--- src/rtl/hls_deadlock_pkg.sv ---
// Shared types and helpers for the HLS dataflow deadlock monitor.
// Contents: monitor state enum (IDLE, SUSPECT, BLOCKED) and first_set_idx().
// Latency: n/a (declarations only). Backpressure: n/a.
package hls_deadlock_pkg;

  typedef enum logic [1:0] {
    IDLE    = 2'd0,
    SUSPECT = 2'd1,
    BLOCKED = 2'd2
  } mon_state_t;

  // Index+1 of the lowest set bit of mask, 0 when mask is empty.
  // Scanning from the top down lets the lowest set bit overwrite last.
  function automatic logic [5:0] first_set_idx(input logic [31:0] mask);
    logic [5:0] idx;
    idx = '0;
    for (int i = 31; i >= 0; i--) begin
      if (mask[i]) idx = 6'(i + 1);
    end
    return idx;
  endfunction

endpackage

--- src/rtl/hls_deadlock_chan_timer.sv ---
// Persistence timer for one AXIS channel: counts consecutive stalled cycles.
// Latency: confirmed is 1 cycle after the THRESHOLD-th stalled cycle; confirm_next is
// combinational. Backpressure: none, purely observes block_sig.
// Ports: clock, reset (sync, active-high), clear (sync rearm), block_sig (channel stalled),
//        confirmed (registered timer == THRESHOLD), confirm_next (timer reaches THRESHOLD
//        at the coming edge).
module hls_deadlock_chan_timer #(
  parameter int THRESHOLD = 1
) (
  input  logic clock,
  input  logic reset,
  input  logic clear,
  input  logic block_sig,
  output logic confirmed,
  output logic confirm_next
);

  localparam int TW = $clog2(THRESHOLD + 1);
  localparam logic [TW-1:0] TH = TW'(THRESHOLD);

  logic [TW-1:0] timer;
  logic [TW-1:0] timer_nxt;

  // Any cycle without a stall restarts the count from zero.
  always_comb begin
    timer_nxt = '0;
    if (block_sig) begin
      timer_nxt = (timer == TH) ? TH : timer + TW'(1);
    end
  end

  always_ff @(posedge clock) begin
    if (reset || clear) begin
      timer <= '0;
    end else begin
      timer <= timer_nxt;
    end
  end

  assign confirmed    = (timer == TH);
  // Lets the monitor commit to BLOCKED on the same edge the timer saturates.
  assign confirm_next = (timer_nxt == TH);

endmodule

--- src/rtl/hls_deadlock_axis_monitor.sv ---
// Deadlock monitor for one HLS dataflow region: flags AXIS / sub-instance stalls that persist.
// Latency: stall held from cycle t -> block at the edge after cycle t+THRESHOLD-1.
// Backpressure: none, observe-only; block feeds the parent monitor.
// Ports: clock, reset (sync, active-high, wins over clear), axis_block_sigs[NUM_AXIS],
//        inst_idle_sigs[NUM_INST], inst_block_sigs[NUM_INST], clear (rearm, keeps event_cnt),
//        axis_block_info (confirmed mask while blocked), first_idx (lowest confirmed ch + 1),
//        block (registered deadlock flag), event_cnt (saturating BLOCKED-entry count).
// Config macro: HLS_DEADLOCK_STICKY_EN -> BLOCKED left only via clear/reset, info ORs up.
module hls_deadlock_axis_monitor
  import hls_deadlock_pkg::*;
#(
  parameter int NUM_AXIS  = 1,
  parameter int NUM_INST  = 2,
  parameter int THRESHOLD = 1,
  parameter int CNT_W     = 16,
  localparam int FI_W     = $clog2(NUM_AXIS + 1)
) (
  input  logic                clock,
  input  logic                reset,
  input  logic [NUM_AXIS-1:0] axis_block_sigs,
  input  logic [NUM_INST-1:0] inst_idle_sigs,
  input  logic [NUM_INST-1:0] inst_block_sigs,
  input  logic                clear,
  output logic [NUM_AXIS-1:0] axis_block_info,
  output logic [FI_W-1:0]     first_idx,
  output logic                block,
  output logic [CNT_W-1:0]    event_cnt
);

  logic [NUM_AXIS-1:0] confirmed;
  logic [NUM_AXIS-1:0] hit;
  mon_state_t          state;
  mon_state_t          state_nxt;
  logic                cond;
  logic                enter;

  for (genvar i = 0; i < NUM_AXIS; i++) begin : g_chan
    hls_deadlock_chan_timer #(
      .THRESHOLD(THRESHOLD)
    ) u_timer (
      .clock       (clock),
      .reset       (reset),
      .clear       (clear),
      .block_sig   (axis_block_sigs[i]),
      .confirmed   (confirmed[i]),
      .confirm_next(hit[i])
    );
  end

  // All instances idle means the region has finished, so nothing counts as a deadlock.
  assign cond = ((|hit) || (|inst_block_sigs)) && !(&inst_idle_sigs);

  always_comb begin
    state_nxt = state;
    case (state)
      IDLE: begin
        if (cond) state_nxt = BLOCKED;
        else if (|axis_block_sigs) state_nxt = SUSPECT;
      end
      SUSPECT: begin
        if (cond) state_nxt = BLOCKED;
        else if (!(|axis_block_sigs)) state_nxt = IDLE;
      end
      BLOCKED: begin
`ifdef HLS_DEADLOCK_STICKY_EN
        state_nxt = BLOCKED;
`else
        if (!cond) state_nxt = IDLE;
`endif
      end
      default: state_nxt = IDLE;
    endcase
  end

  assign enter = (state != BLOCKED) && (state_nxt == BLOCKED);

  always_ff @(posedge clock) begin
    if (reset || clear) begin
      state <= IDLE;
    end else begin
      state <= state_nxt;
    end
  end

  always_ff @(posedge clock) begin
    if (reset || clear) begin
      first_idx <= '0;
    end else if (enter) begin
      first_idx <= FI_W'(first_set_idx(32'(hit)));
    end else if (state_nxt != BLOCKED) begin
      first_idx <= '0;
    end
  end

  // clear suppresses the increment of a simultaneous entry.
  always_ff @(posedge clock) begin
    if (reset) begin
      event_cnt <= '0;
    end else if (enter && !clear && (event_cnt != {CNT_W{1'b1}})) begin
      event_cnt <= event_cnt + CNT_W'(1);
    end
  end

  assign block = (state == BLOCKED);

`ifdef HLS_DEADLOCK_STICKY_EN
  logic [NUM_AXIS-1:0] info_acc;

  always_ff @(posedge clock) begin
    if (reset || clear) begin
      info_acc <= '0;
    end else begin
      info_acc <= axis_block_info;
    end
  end

  assign axis_block_info = block ? (info_acc | confirmed) : '0;
`else
  assign axis_block_info = block ? confirmed : '0;
`endif

endmodule

--- config.mk ---
export PLATFORM = sky130hd
export DESIGN_NAME = hls_deadlock_axis_monitor
export DESIGN_NICKNAME = d
export VERILOG_FILES = /design/src/rtl/hls_deadlock_pkg.sv /design/src/rtl/hls_deadlock_chan_timer.sv /design/src/rtl/hls_deadlock_axis_monitor.sv
export SDC_FILE = /design/constraint.sdc
export NUM_CORES = 1
export LEC_CHECK = 0
export ABC_AREA = 1
export ABC_CLOCK_PERIOD_IN_PS = 1900
export CAP_MARGIN = 20
export CORE_MARGIN = 5
export CORE_UTILIZATION = 49
export CTS_BUF_LIST = sky130_fd_sc_hd__clkbuf_8 sky130_fd_sc_hd__clkbuf_16
export CTS_CLUSTER_SIZE = 24
export DETAILED_ROUTE_END_ITERATION = 6
export GPL_ROUTABILITY_DRIVEN = 0
export PLACE_DENSITY = 0.78
export SYNTH_ARGS = -nofsm -noshare
export SYNTH_HDL_FRONTEND = slang
export SYNTH_SLANG_ARGS = --single-unit
export TNS_END_PERCENT = 50
--- constraint.sdc ---
create_clock -name clock -period 1.9 [get_ports clock]
set_clock_uncertainty 0.15 [all_clocks]
set_input_delay 0.38 -clock clock [delete_from_list [all_inputs] [get_ports clock]]
set_output_delay 0.38 -clock clock [all_outputs]
set_load 0.1 [all_outputs]
---- Yosys cells after proc, flatten, opt, wreduce, memory -nomap -nowiden ----
Cells that the tools add are included.
word-level totals
  register bits after elaboration ......... 20
  input port bits ......................... 8
  output and inout bits ................... 19
  logic and storage cells ................. 36
cells by class
  add/sub/neg operators ................... 2
  eq/ne operators ......................... 6
  mux-type cells .......................... 12
  reduce and logical (&&, ||, !) cells .... 12
operators by type and width
  operator               number
  $add 16x1->16 const B  1
  $ne 16x16->1 const B   1
  $mux 2                 5
  $mux 1                 6
  $pmux 2 s3             1
  $eq 2x2->1 const B     2
  $logic_and 1x1->1      4
  $ne 2x2->1 const B     2
  $eq 2x1->1 const B     1
  $logic_not 1->1        2
  $logic_not 2->1        1
  $logic_or 1x1->1       2
  $reduce_and 2->1       1
  $reduce_bool 2->1      1
  $reduce_or 2->1        1
  $add 1x1->1 const B    1

---- Depth between registers and ports, before layout ----
  depth in word-level cells ............... 11
  depth in mapped cells ................... 9
  mapped depth without buffers ............ 9

---- Modules after synthesis ----
A second synthesis with hierarchy kept.
unflattened totals
  cell total of the unflattened synthesis .. 168
  area total of the unflattened synthesis .. 1128.6 µm²
by module, submodules not included
  module                     times used  cells each  area each (µm²)  sequential area each (µm²)
  hls_deadlock_axis_monitor  1           163         1087.3           380.4
  hls_deadlock_chan_timer    1           5           41.3             20.0

---- Worst setup path before layout ----
OpenSTA, ideal clock, no wires.
  path kind ............................... register to output
  from .................................... register state[1]
  to ...................................... output axis_block_info
  arrival time ............................ 2.625 ns
  data required time ...................... 1.370 ns
  path slack .............................. -1.255 ns
  stages on the path, launching flop included .. 5
  buffers on the path ..................... 0
  cell sequence ........................... dfxtp_1 inv_1 nor2_2 inv_1 nor2_1
on the way
  word-level cells in the longest chain between the ends .. 2
RTL lines
  what                    line                              source
  start, declared         hls_deadlock_axis_monitor.sv:32   mon_state_t state;
  start signal, assigned  hls_deadlock_axis_monitor.sv:81   state <= state_nxt;
  $eq 2x2->1              hls_deadlock_axis_monitor.sv:104  assign block = (state == BLOCKED);
  via block               hls_deadlock_axis_monitor.sv:26   output logic block,
  $mux 1                  hls_deadlock_axis_monitor.sv:119  assign axis_block_info = block ? confirmed : '0;
  end, declared           hls_deadlock_axis_monitor.sv:24   output logic [NUM_AXIS-1:0] axis_block_info,
The timed path passes the listed nets, and every way through them passes these cells.

---- Worst setup path after layout ----
  from .................................... register event_cnt[0]
  to ...................................... register event_cnt[8]
on the way
  word-level cells in the longest chain between the ends .. 2
  elaborated cells between the ends (all ways) .. 3
  those cells by class .................... add/sub (1); eq/ne (1); reduce/logical (1)
RTL lines
  what                                                   line                              source
  start, declared                                        hls_deadlock_axis_monitor.sv:27   output logic [CNT_W-1:0] event_cnt
  start signal, assigned                                 hls_deadlock_axis_monitor.sv:100  event_cnt <= event_cnt + CNT_W'(1);
  branches (longest 2 deep; another with $add 16x1->16)  -
Several ways; the timed one is not identified.
A chain may end at the register's enable or synchronous reset.

==> impl_metrics.yaml <==
critical_path:
  crit_path_start: "event_cnt[0]$_SDFFE_PP0P_"
  reg2reg_from: "event_cnt[0]$_SDFFE_PP0P_"
  crit_fanout: 12
  cp_slowest_stage_delay_ns: 0.38
  crit_path_top_delay_cell: "dfxtp_4"
  end_kind: "flip-flop"
  cp.required_ns: 1.93
  worst-path-buf-inv: 2
  startpoint_type: "flip-flop"
  cpMostUsedCell: "nand2_1"
  critPathArrivalTime_ns: 1.79
  critPathKind: "flip-flop to flip-flop"
  crit_chain: "ha_1 > nand3_2 > inv_2 > nand2_1 > nor2_1 > nor2_2 > buf_12 > nand2_1 > a21oi_1"
  crit_family: "simple AND/OR/NAND/NOR gates"
place:
  placed_cells: 249
  dpl.hpwl_um: 2460
  io_buffers: 26
clocking:
  insertion_delay_ns: 0.26
  cts_setup_buffers: 0
  numCtsBuffers: 3
  cts_tree: "yes"
  cts_sinks: 20
  clockBufferDepth: 2
  clkTransAtPathRegs_ns: 0.07
  cts-root-buf: "clkbuf_8"
  cts.htree.levels: 1
routing:
  firstDrtPassIters: 4
  ant_nets: 0
  vias_per_cell: 5.17
  vias: 1309
  drc: 0
  wl_per_cell_um: 12.5
  drt-total-wl_um: 3160
  detail_route.iter0.violations: 53
floorplanning:
  placementRows: 18
  die_h_um: 59.6
  start_util_pct: 50.1
  num_io_pins: 27
  core_region_area_um2: 2410
  die_x_um: 59.6
  die-area_um2: 3550
run_status:
  status: "completed"
synthesis:
  synth_area_um2: 1210
  synthMuxAreaShare_pct: 0
  synthSimpleGateAreaFrac_pct: 41.1
  synth_top_family_by_area: "simple AND/OR/NAND/NOR gates"
  synthCells: 191
  synth_compound_area_share_pct: 10.3
  synth_area_leaders: "dfxtp_1 (33%), nand2_1 (21%), nor2_1 (8.4%), inv_1 (6.5%), nand3_1 (4.1%)"
  avgSynthCellArea_um2: 6.31
  yosysTopAreaCellShare_pct: 33.2
  ys_ff_latch: 20
  syn_nets: 200
  synth_fa_ha_area_share_pct: 1.04
  ys_warn_count: 0
  synthDistinctLibCells: 21
  synth_xor_area_share_pct: 5.08
  ys_seq_area_share_pct: 33.2
  yosysTopAreaCell: "dfxtp_1"
global_route:
  grt_pass1_vias: 1256
  grt_usage_pct: 19.6
  grt_max_degree: 16
  antenna_found_initial: 0
  grt_pass1_wl_um: 5330
  overflow: 0
cells_and_area:
  antenna_cells: 0
  final_cell_mix: "nand2_1 (66), nor2_1 (25), inv_1 (20), buf_12 (20), dfxtp_2 (15)"
  seq_area_um2: 427
  utilization_pct: 75.1
  final_layout_size_suffix_gt1_share_pct: 28.7
  finalNonFillerCells: 253
  fin_nets: 233
  final_common_cell: "nand2_1"
  fillers: 182
  multi_input_area_um2: 713
  syn_to_final_growth_pct: 50.0
sta:
  setup_viol: 0
  tightest_slew_ns: 0.274
  max_freq_mhz: 570
  tns_ns: 0
  hold_viol_final: 0
  finalMaxSlewViolations: 0
  post-route-period-util_pct: 92.4
  final.min_clock_period_ns: 1.75
  rsz0062_at_grt: "no"
  hold_ws_ns: 0.374
  slew_headroom_pct: 81.7
worst_hold_path:
  hold_class: "flip-flop to flip-flop"
  hp-start: "first_idx$_SDFFE_PP0P_"
job:
  cap_violations: 0
power:
  power_density_nw_per_um2: 489
  peakVddDrop_mv: 0.468
  power_leakage_nw: 0.712
-- power breakdown --
| part | total [W] | internal (W) | switching [W] |
|---|---|---|---|
| Combinational | 0.000163 | 0.0000635 | 0.0000995 |
| Clock | 0.000284 | 0.000144 | 0.000140 |
| Sequential | 0.000437 | 0.000427 | 0.0000107 |
-- Yosys cell counts --
cell and count:
inv_1 21, xnor2_1 4, a21boi_0 2, nor2_1 27, clkbuf_1 1, nand2_1 66, buf_6 2, nand3_1 10
o21ai_0 5, inv_2 1, nor2_4 1, a21oi_2 5, clkinv_1 1, dfxtp_1 20, nor2_2 4, nand3_2 1
xor2_1 3, ha_1 1, nand2_2 4, a21oi_1 8, nand4_1 4
-- state kept, by name, summed over array words and instances (netlist names) --
register,flops
state,2
g_chan.u_timer.confirmed,1
first_idx,1
event_cnt,16
-- timing repair --
item | CTS | global route
resized for setup | 0 | 2
hold buffers | 0 | 0
setup endpoints to repair | 0 | 2
-- worst paths after layout --
kind	depth (start not counted)	slack [ns]	to
worst max register to register	9	0.15	event_cnt[8]$_SDFFE_PP0P_
worst min-delay path	2	0.37	first_idx$_SDFFE_PP0P_
worst min register to register	2	0.37	first_idx$_SDFFE_PP0P_
worst max-delay path	9	0.15	event_cnt[8]$_SDFFE_PP0P_
-- routing by layer --
layer,global-route usage (%),share of wire [%],vias up
met5,0,0,-
met4,6.33,1.6,0
met3,3.27,4.1,6
met2,37.6,52,37
met1,21.3,42,609
li1,-,-,657
-- per-stage QoR --
stage          area [µm²]  power (W)  setup slack (ns)
2_1_floorplan        1240   0.000540            -0.137
3_3_place_gp         1760   0.000604           -0.0148
3_5_place_dp         1760   0.000608            -0.126
4_1_cts              1800   0.000890             0.132
5_1_grt              1810   0.000920            0.0153
6_report             1810   0.000884             0.145
-- tightest hold or removal path: stages (launching register included) --
cell and delay (ns):
dfxtp_1 0.35, nand2_1 0.07, a21boi_0 0.06
-- kinds of logic after synthesis --
kind of cell / after synthesis
AO/OA/AOI/OAI: 20
XOR/XNOR: 7
adder cells (fa/ha/maj): 1
buffers and inverters: 26
flip-flops: 20
AND/OR/NAND/NOR: 117
-- final cells by class --
| cell class | count | area share [%] |
|---|---|---|
| clock buffers | 3 | 2.28 |
| clock inverters | 1 | 0.207 |
| inverters | 23 | 4.77 |
| multi-input cells | 145 | 39.4 |
| flip-flops and latches | 20 | 23.6 |
| well taps | 30 | 2.07 |
| repair buffers | 31 | 27.7 |
No activity file was read; power rests on OpenSTA's default activity.
